===== config.mk =====
export PLATFORM = sky130hd
export DESIGN_NAME = bin_window_gen
export DESIGN_NICKNAME = d
export VERILOG_FILES = /design/src/rtl/bin_window_gen_pkg.sv /design/src/rtl/bin_line_buf.sv /design/src/rtl/bin_window_gen.sv
export SDC_FILE = /design/constraint.sdc
export NUM_CORES = 1
export LEC_CHECK = 0
export BUFFER_PORTS_ARGS = -buffer_cell sky130_fd_sc_hd__buf_2
export CORE_MARGIN = 2
export CORE_UTILIZATION = 60
export CTS_CLUSTER_DIAMETER = 40
export DETAILED_ROUTE_END_ITERATION = 6
export PLACE_DENSITY = 0.76
export SLEW_MARGIN = 10
export SYNTH_ARGS = -nofsm -noshare
export SYNTH_HDL_FRONTEND = slang
export SYNTH_SLANG_ARGS = --single-unit

===== constraint.sdc =====
create_clock -name clk -period 2.6 [get_ports clk]
set_input_delay 0 -clock clk [delete_from_list [all_inputs] [get_ports clk]]
set_output_delay 0 -clock clk [all_outputs]
set_load 0.05 [all_outputs]

===== src/rtl/bin_window_gen_pkg.sv =====
// Shared constants and helpers for the binary sliding-window generator and
// the convolution stage that consumes its recField output.
package bin_window_gen_pkg;

    localparam int KERNEL = 5;
    localparam int IMG_W  = 28;
    localparam int IMG_H  = 28;

    function automatic int clog2(input int value);
        int w;
        w = 1;
        while ((1 << w) < value) w++;
        return w;
    endfunction

    // Bit position of window row r, column c; weight packing must use the same map.
    function automatic int rf_idx(input int r, input int c, input int k);
        return r * k + c;
    endfunction

endpackage


===== src/rtl/bin_line_buf.sv =====
// One-row delay line for 1-bit pixels: output is the pixel accepted `depth`
// enables ago. Synchronous clear so no earlier frame data survives reset.
module bin_line_buf
    import bin_window_gen_pkg::*;
#(
    parameter int depth = IMG_W
) (
    input  logic clk,
    input  logic rst,
    input  logic en,
    input  logic din,
    output logic dout
);

    logic [depth-1:0] sr;

    always_ff @(posedge clk) begin
        if (rst) begin
            sr <= '0;
        end else if (en) begin
            sr <= {sr[depth-2:0], din};
        end
    end

    assign dout = sr[depth-1];

endmodule


===== src/rtl/bin_window_gen.sv =====
// Streaming kernel x kernel window generator over a raster 1-bit pixel stream
// (no padding, stride 1) with a registered valid/ready output stage.
module bin_window_gen
    import bin_window_gen_pkg::*;
#(
    parameter int img_width  = IMG_W,
    parameter int img_height = IMG_H,
    parameter int kernel     = KERNEL
) (
    input  logic                       clk,
    input  logic                       rst,
    input  logic                       pix_in,
    input  logic                       pix_valid,
    input  logic                       pix_sof,
    output logic                       pix_ready,
    output logic [kernel*kernel-1:0]   recField,
    output logic                       win_valid,
    input  logic                       win_ready,
    output logic                       win_last
);

    localparam int CW = clog2(img_width);
    localparam int RW = clog2(img_height);
    localparam int NB = kernel * kernel;

    logic                            accept;
    logic [CW-1:0]                   col;
    logic [CW-1:0]                   cur_col;
    logic [RW-1:0]                   row;
    logic [RW-1:0]                   cur_row;
    logic                            produce;
    logic                            frame_end;
    logic [kernel-2:0]               tap;
    logic [kernel-1:0]               col_in;
    logic [kernel-1:0][kernel-1:0]   win_p0;
    logic [kernel-1:0][kernel-1:0]   win_next;
    logic [NB-1:0]                   rf_next;

    assign pix_ready = !rst && (!win_valid || win_ready);
    assign accept    = pix_valid && pix_ready;

    // The current pixel's raster position; sof overrides the running counters.
    assign cur_col   = pix_sof ? '0 : col;
    assign cur_row   = pix_sof ? '0 : row;
    assign produce   = (cur_row >= RW'(kernel - 1)) && (cur_col >= CW'(kernel - 1));
    assign frame_end = (cur_row == RW'(img_height - 1)) && (cur_col == CW'(img_width - 1));

    always_ff @(posedge clk) begin
        if (rst) begin
            col <= '0;
            row <= '0;
        end else if (accept) begin
            if (cur_col == CW'(img_width - 1)) begin
                col <= '0;
                row <= (cur_row == RW'(img_height - 1)) ? '0 : cur_row + 1'b1;
            end else begin
                col <= cur_col + 1'b1;
                row <= cur_row;
            end
        end
    end

    // Tap i delays the stream by (i+1) rows and feeds window row kernel-2-i.
    for (genvar i = 0; i < kernel - 1; i++) begin : g_lb
        logic lb_in;
        if (i == 0) begin : g_head
            assign lb_in = pix_in;
        end else begin : g_chain
            assign lb_in = tap[i-1];
        end
        bin_line_buf #(.depth(img_width)) u_line_buf (
            .clk  (clk),
            .rst  (rst),
            .en   (accept),
            .din  (lb_in),
            .dout (tap[i])
        );
    end

    always_comb begin
        col_in = '0;
        for (int r = 0; r < kernel - 1; r++) begin
            col_in[r] = tap[kernel-2-r];
        end
        col_in[kernel-1] = pix_in;
    end

    // Shift every window row one column left; the newest column enters at kernel-1.
    always_comb begin
        win_next = win_p0;
        rf_next  = '0;
        for (int r = 0; r < kernel; r++) begin
            for (int c = 0; c < kernel - 1; c++) begin
                win_next[r][c] = win_p0[r][c+1];
            end
            win_next[r][kernel-1] = col_in[r];
        end
        for (int r = 0; r < kernel; r++) begin
            for (int c = 0; c < kernel; c++) begin
                rf_next[rf_idx(r, c, kernel)] = win_next[r][c];
            end
        end
    end

    // ---- stage p0 -> output register ----
    always_ff @(posedge clk) begin
        if (rst) begin
            win_p0    <= '0;
            win_valid <= 1'b0;
            win_last  <= 1'b0;
            recField  <= '0;
        end else begin
            if (accept) begin
                win_p0 <= win_next;
            end
            if (accept && produce) begin
                win_valid <= 1'b1;
                recField  <= rf_next;
                win_last  <= frame_end;
            end else if (win_ready) begin
                win_valid <= 1'b0;
            end
        end
    end

endmodule

# After elaboration in Yosys (flattened, before gate mapping)

Index checks and enable logic that the tools add are counted.

$add $sub $neg: 2
Multiply operators: 0
Div/mod/pow operators: 0
Magnitude comparators: 2
Eq/ne operators: 2
Shifts and indexed selects: 0
Multiplexer cells: 7
Bitwise operators: 0
Reduce and logical (&&, ||, !) cells: 9

Operators by type and width:

| operator                                                              | count |
|---|---|
| 5-bit 2-to-1 mux                                                      | 5 |
| 5-bit by 1-bit adder with 5-bit output, second input constant         | 2 |
| 5-bit equality test, second input constant                            | 2 |
| 5-bit by 3-bit >= comparator with 1-bit output, second input constant | 2 |
| 1-bit logical AND                                                     | 5 |
| 1-bit logical NOT                                                     | 2 |
| 1-bit 2-to-1 mux                                                      | 2 |
| 2-bit nonzero test                                                    | 1 |
| 1-bit logical OR                                                      | 1 |

Register bits: 174
Latch bits: 0
RAM bits: 0
Memory bits (read-only): 0
Input port bits: 6
Output and inout bits: 28
Logic and storage cells: 36
Memories: 0

# Logic depth before layout (Yosys ltp)

Word-level depth: 6
Gate-level depth with buffers: 8
Gate-level depth less buffers: 8

# Hierarchy

A second synthesis with hierarchy kept.

Cells, all modules: 652
Area total of the unflattened synthesis: 6,449.9 um^2

Modules (own cells, without submodules):

| module         | instances | cells each | area an instance (um^2) | sequential area each (um^2) |
|---|---|---|---|---|
| bin_line_buf   | 4         | 90         | 1,012.2                 | 560.5 |
| bin_window_gen | 1         | 292        | 2,401.1                 | 1,141.1 |

# Worst setup path after synthesis

No wires, ideal clock.

Path type: register -> register
Start point: register col[0]
End point: register win_last
Library setup time: 0.070 ns
Data arrival time: 1.719 ns
Required time: 2.530 ns
Path slack: 0.811 ns
Stages on the path, launching flop included: 7
Path buffers: 0
Period minus slack after synthesis: 1.789 ns
Cell sequence: dfxtp_1 -> nor2b_1 -> ha_1 -> and4b_1 -> and3_1 -> or4b_1 -> a21oi_1

Longest elaborated chain between the ends: 4
Elaborated cells between the ends (all ways): 6

Ends and longest elaborated chain:

| what                                           | RTL line              | text |
|---|---|---|
| from (decl)                                    | bin_window_gen.sv:27  | `logic [CW-1:0] col;` |
| from (signal assigned)                         | bin_window_gen.sv:57  | `col <= cur_col + 1'b1;` |
| 5-bit 2-to-1 mux (*)                           | bin_window_gen.sv:43  | `assign cur_col = pix_sof ? '0 : col;` |
| 5-bit by 3-bit >= comparator with 1-bit output | bin_window_gen.sv:45  | `assign produce = (cur_row >= RW'(kernel - 1)) && (cur_col >= CW'(kernel - 1));` |
| 1-bit logical AND                              | bin_window_gen.sv:45  |  |
| 1-bit logical AND                              | bin_window_gen.sv:116 | `if (accept && produce) begin` |
| to (signal assigned)                           | bin_window_gen.sv:119 | `win_last <= frame_end;` |
| to (decl)                                      | bin_window_gen.sv:19  | `output logic win_last` |

Mark *: on every way between the ends. The rest lies on a longest branch, timed or not.
A chain may end at the register's enable or synchronous reset.

# Worst setup path after layout

Ends and elaborated chain as after synthesis.

==> results.toml <==
[run_status]
status = "finished, final reports clean"

[finish]
syn_to_final_growth_pct = 14.27
drive_above_1_share_pct = 10.11
final_nets = 729
antenna_cells = 0

[timing]
finalHoldViolations = 0
rsz0062_at_grt = "no"
period_minus_slack_ps = 2029
setup_viol = 0
maxSlewViolCount = 0
fin_skew_ps = 8.520
finalSetupTns_ps = 0
fmax_ghz = 0.4929
period_share_pct = 78.03
layout_setup_ws_ps = 571.1
slew-limit-headroom_pct = 20.00
worstMarginPinSlew_ps = 1200

[floorplan]
rows = 36
pin_count = 34
start_util_pct = 60.75
die_area_um2 = 10570
core_area_um2 = 9639
fp.dieH_um = 102.8
fp.dieW_um = 102.8

[global_route]
grt_max_degree = 155
grt.overflow.total = 0
grt_pass1_wl_um = 19880
antenna_found_initial = 0
gr-usage-all-layers_pct = 23.92
grt_pass1_vias = 4446

[routing]
drc = 0
drt_first_pass_iters = 4
wirelength_um = 12050
drt_iter0_drc = 274
ant_nets = 0
num_vias = 4745
wire_per_inst_um = 13.94
avgViaCountPerCell = 5.486

[min_path]
hp-start = "pix_valid"
min_path_type = "in2reg"
whs_path_depth = 5
holdPathEnd = "row[2]"

[setup_path]
rrSetupSlack_ps = 570
worstSetupPathType = "reg2reg"
cp_slowest_cell = "or4b_1"
path_cells = "nor2b_1 -> ha_1 -> and4b_1 -> and3_1 -> or4b_1 -> a21oi_1"
rr_endpoint = "win_last"
crit_path_start_kind = "flip-flop"
crit_arrival_ps = 2480
cp_slowest_stage_delay_ps = 430
endpoint_kind = "flip-flop"
worstPathRequired_ps = 3050
reg2reg_from = "col[0]"
crit_fanout = 6
ff2ff_path_depth = 6

[clock_network]
cts_tree = "built"
h-tree-depth = 4
clock-sinks = 153
cts_made_buffers = 17
cts-resized-gates = 0
cts-root-buf = "clkbuf_8"
clk_latency_ps = 530
cts.clk_slew.worst_paths_ps = 60
cts_buffer_depth = 2

[yosys]
netlist_top_cells_area = "dfxtp_1 52%, nand2_1 16%, nand3b_1 15%"
synth_edf_count = 0
synth_ff_type = "dfxtp_1"
yosysWarnings = 0
async_flop_share_pct = 0
ys_seq_elements = 153
synthTopCellsByCount = "242 x nand2_1, 153 x dfxtp_1, 119 x nand3b_1"
synthCells = 709
syn_area_um2 = 5856
yosysMostFrequentCell = "nand2_1"
synth_cell_type_count = 31
synth_seq_area_share_pct = 52.31
synth_top_area_cell = "dfxtp_1"
synth.avg_cell_area_um2 = 8.259
yosysTopAreaCellShare_pct = 52.31
syn_nets = 718

[power_and_ir_drop]
p_leak_nw = 2.978
p_comb_share_pct = 3.4
p_clk_share_pct = 48.4
p_switching_mw = 1.049
switching_share_pct = 21.48
pwr-share-seq_pct = 48.2
ir_worst_vdd_mv = 0.4425
cellPowerDensity_nw_per_um2 = 729.7
p_int_mw = 3.834

[placement]
place_hpwl_um = 6546
dp_slack_ps = 622.8
io_buffer_count = 33
place_congestion = 0.8247

[run]
maxCapViolCount = 0
## layout by cell type, fill, tap and decap left out, drive strengths merged, types with 2 or more instances in the layout
master / instances
nand2: 242
dfxtp: 153
nand3b: 119
buf: 41
a21oi: 34
nand3: 31
o21ai: 31
clkbuf: 23
nor2: 9
nor2b: 4
inv: 4
clkinv: 4
dlygate4sd3: 4
nand2b: 3
nand4b: 3
ha: 3
nor3: 3
and3: 2
a32oi: 2
bufinv: 2
clkinvlp: 2
## area by class of cell
cell class | count | area [um^2]
Sequential cell | 153 | 3063
Fill cell | 817 | 2948
Multi-Input combinational cell | 499 | 2592
Clock buffer | 23 | 466.7
Timing Repair Buffer | 45 | 292.8
Tap cell | 133 | 166.4
Clock inverter | 8 | 95.09
Inverter | 4 | 15.01
## worst max-delay path, delay by kind of cell, from the launching register on
kind / cells / cell delay [ps]
AO/OA/AOI/OAI: 1 / 140
adder cells (fa/ha/maj): 1 / 270
flip-flops: 1 / 360
AND/OR/NAND/NOR: 4 / 1170
## flip-flops by register name, indices dropped and copies added (netlist names)
signal / flops
recField: 25
win_last: 1
rf_next: 4
g_lb.u_line_buf.sr: 112
win_valid: 1
col: 5
row: 5
## cells by family (layout without fill, tap and decap cells)
group	count (synthesis)	count (layout)	share of synthesized area, %
adder cells (fa/ha/maj)	3	3	0.6411
XOR/XNOR	1	1	0.1496
flip-flops	153	153	52.31
AND/OR/NAND/NOR	422	422	36.54
AO/OA/AOI/OAI	73	73	6.646
buffers and inverters	57	80	3.718
## how the worst max path moves through the flow
stage	from	end	slack (ps)	cells after the start
2_1_floorplan	col[0]	win_last	810	6
3_3_place_gp	col[0]	win_last	720	6
3_5_place_dp	col[0]	win_last	620	6
4_1_cts	col[0]	win_last	600	6
5_1_grt	col[0]	win_last	470	6
6_report	col[0]	win_last	570	6
## metal layers
metal	GRT usage [%]	routed length, um	vias to the layer above
li1	-	-	2374
met1	29.81	5603	2239
met2	39.17	5683	105
met3	6.508	531	27
met4	10.43	236	0
met5	0	0	-
## power groups by stage
stage | combinational (mW) | clock, mW | sequential, mW
floorplan | 0.123 | 0 | 2.40
global placement | 0.161 | 0 | 2.40
detailed placement | 0.162 | 0 | 2.40
CTS | 0.167 | 2.39 | 2.35
global route | 0.181 | 2.49 | 2.35
finish | 0.168 | 2.36 | 2.35
## what timing repair did
action	in CTS	in global routing
endpoints found under the hold margin	8	0
hold buffers	4	0
setup buffers	0	0
## stage by stage
stage	utilization [%]	instances	power, mW	hold WS, ps	cell area [um^2]
6_report	69.42	865	4.883	32.29	6691
4_1_cts	69.42	865	4.907	10.95	6691
3_5_place_dp	63.18	830	2.566	225.6	6090
5_1_grt	69.42	865	5.022	75.51	6691
2_1_floorplan	-	709	2.526	98.95	5856
3_3_place_gp	63.18	830	2.564	226.7	6090
Note: power is estimated with default switching activity, not from simulation.
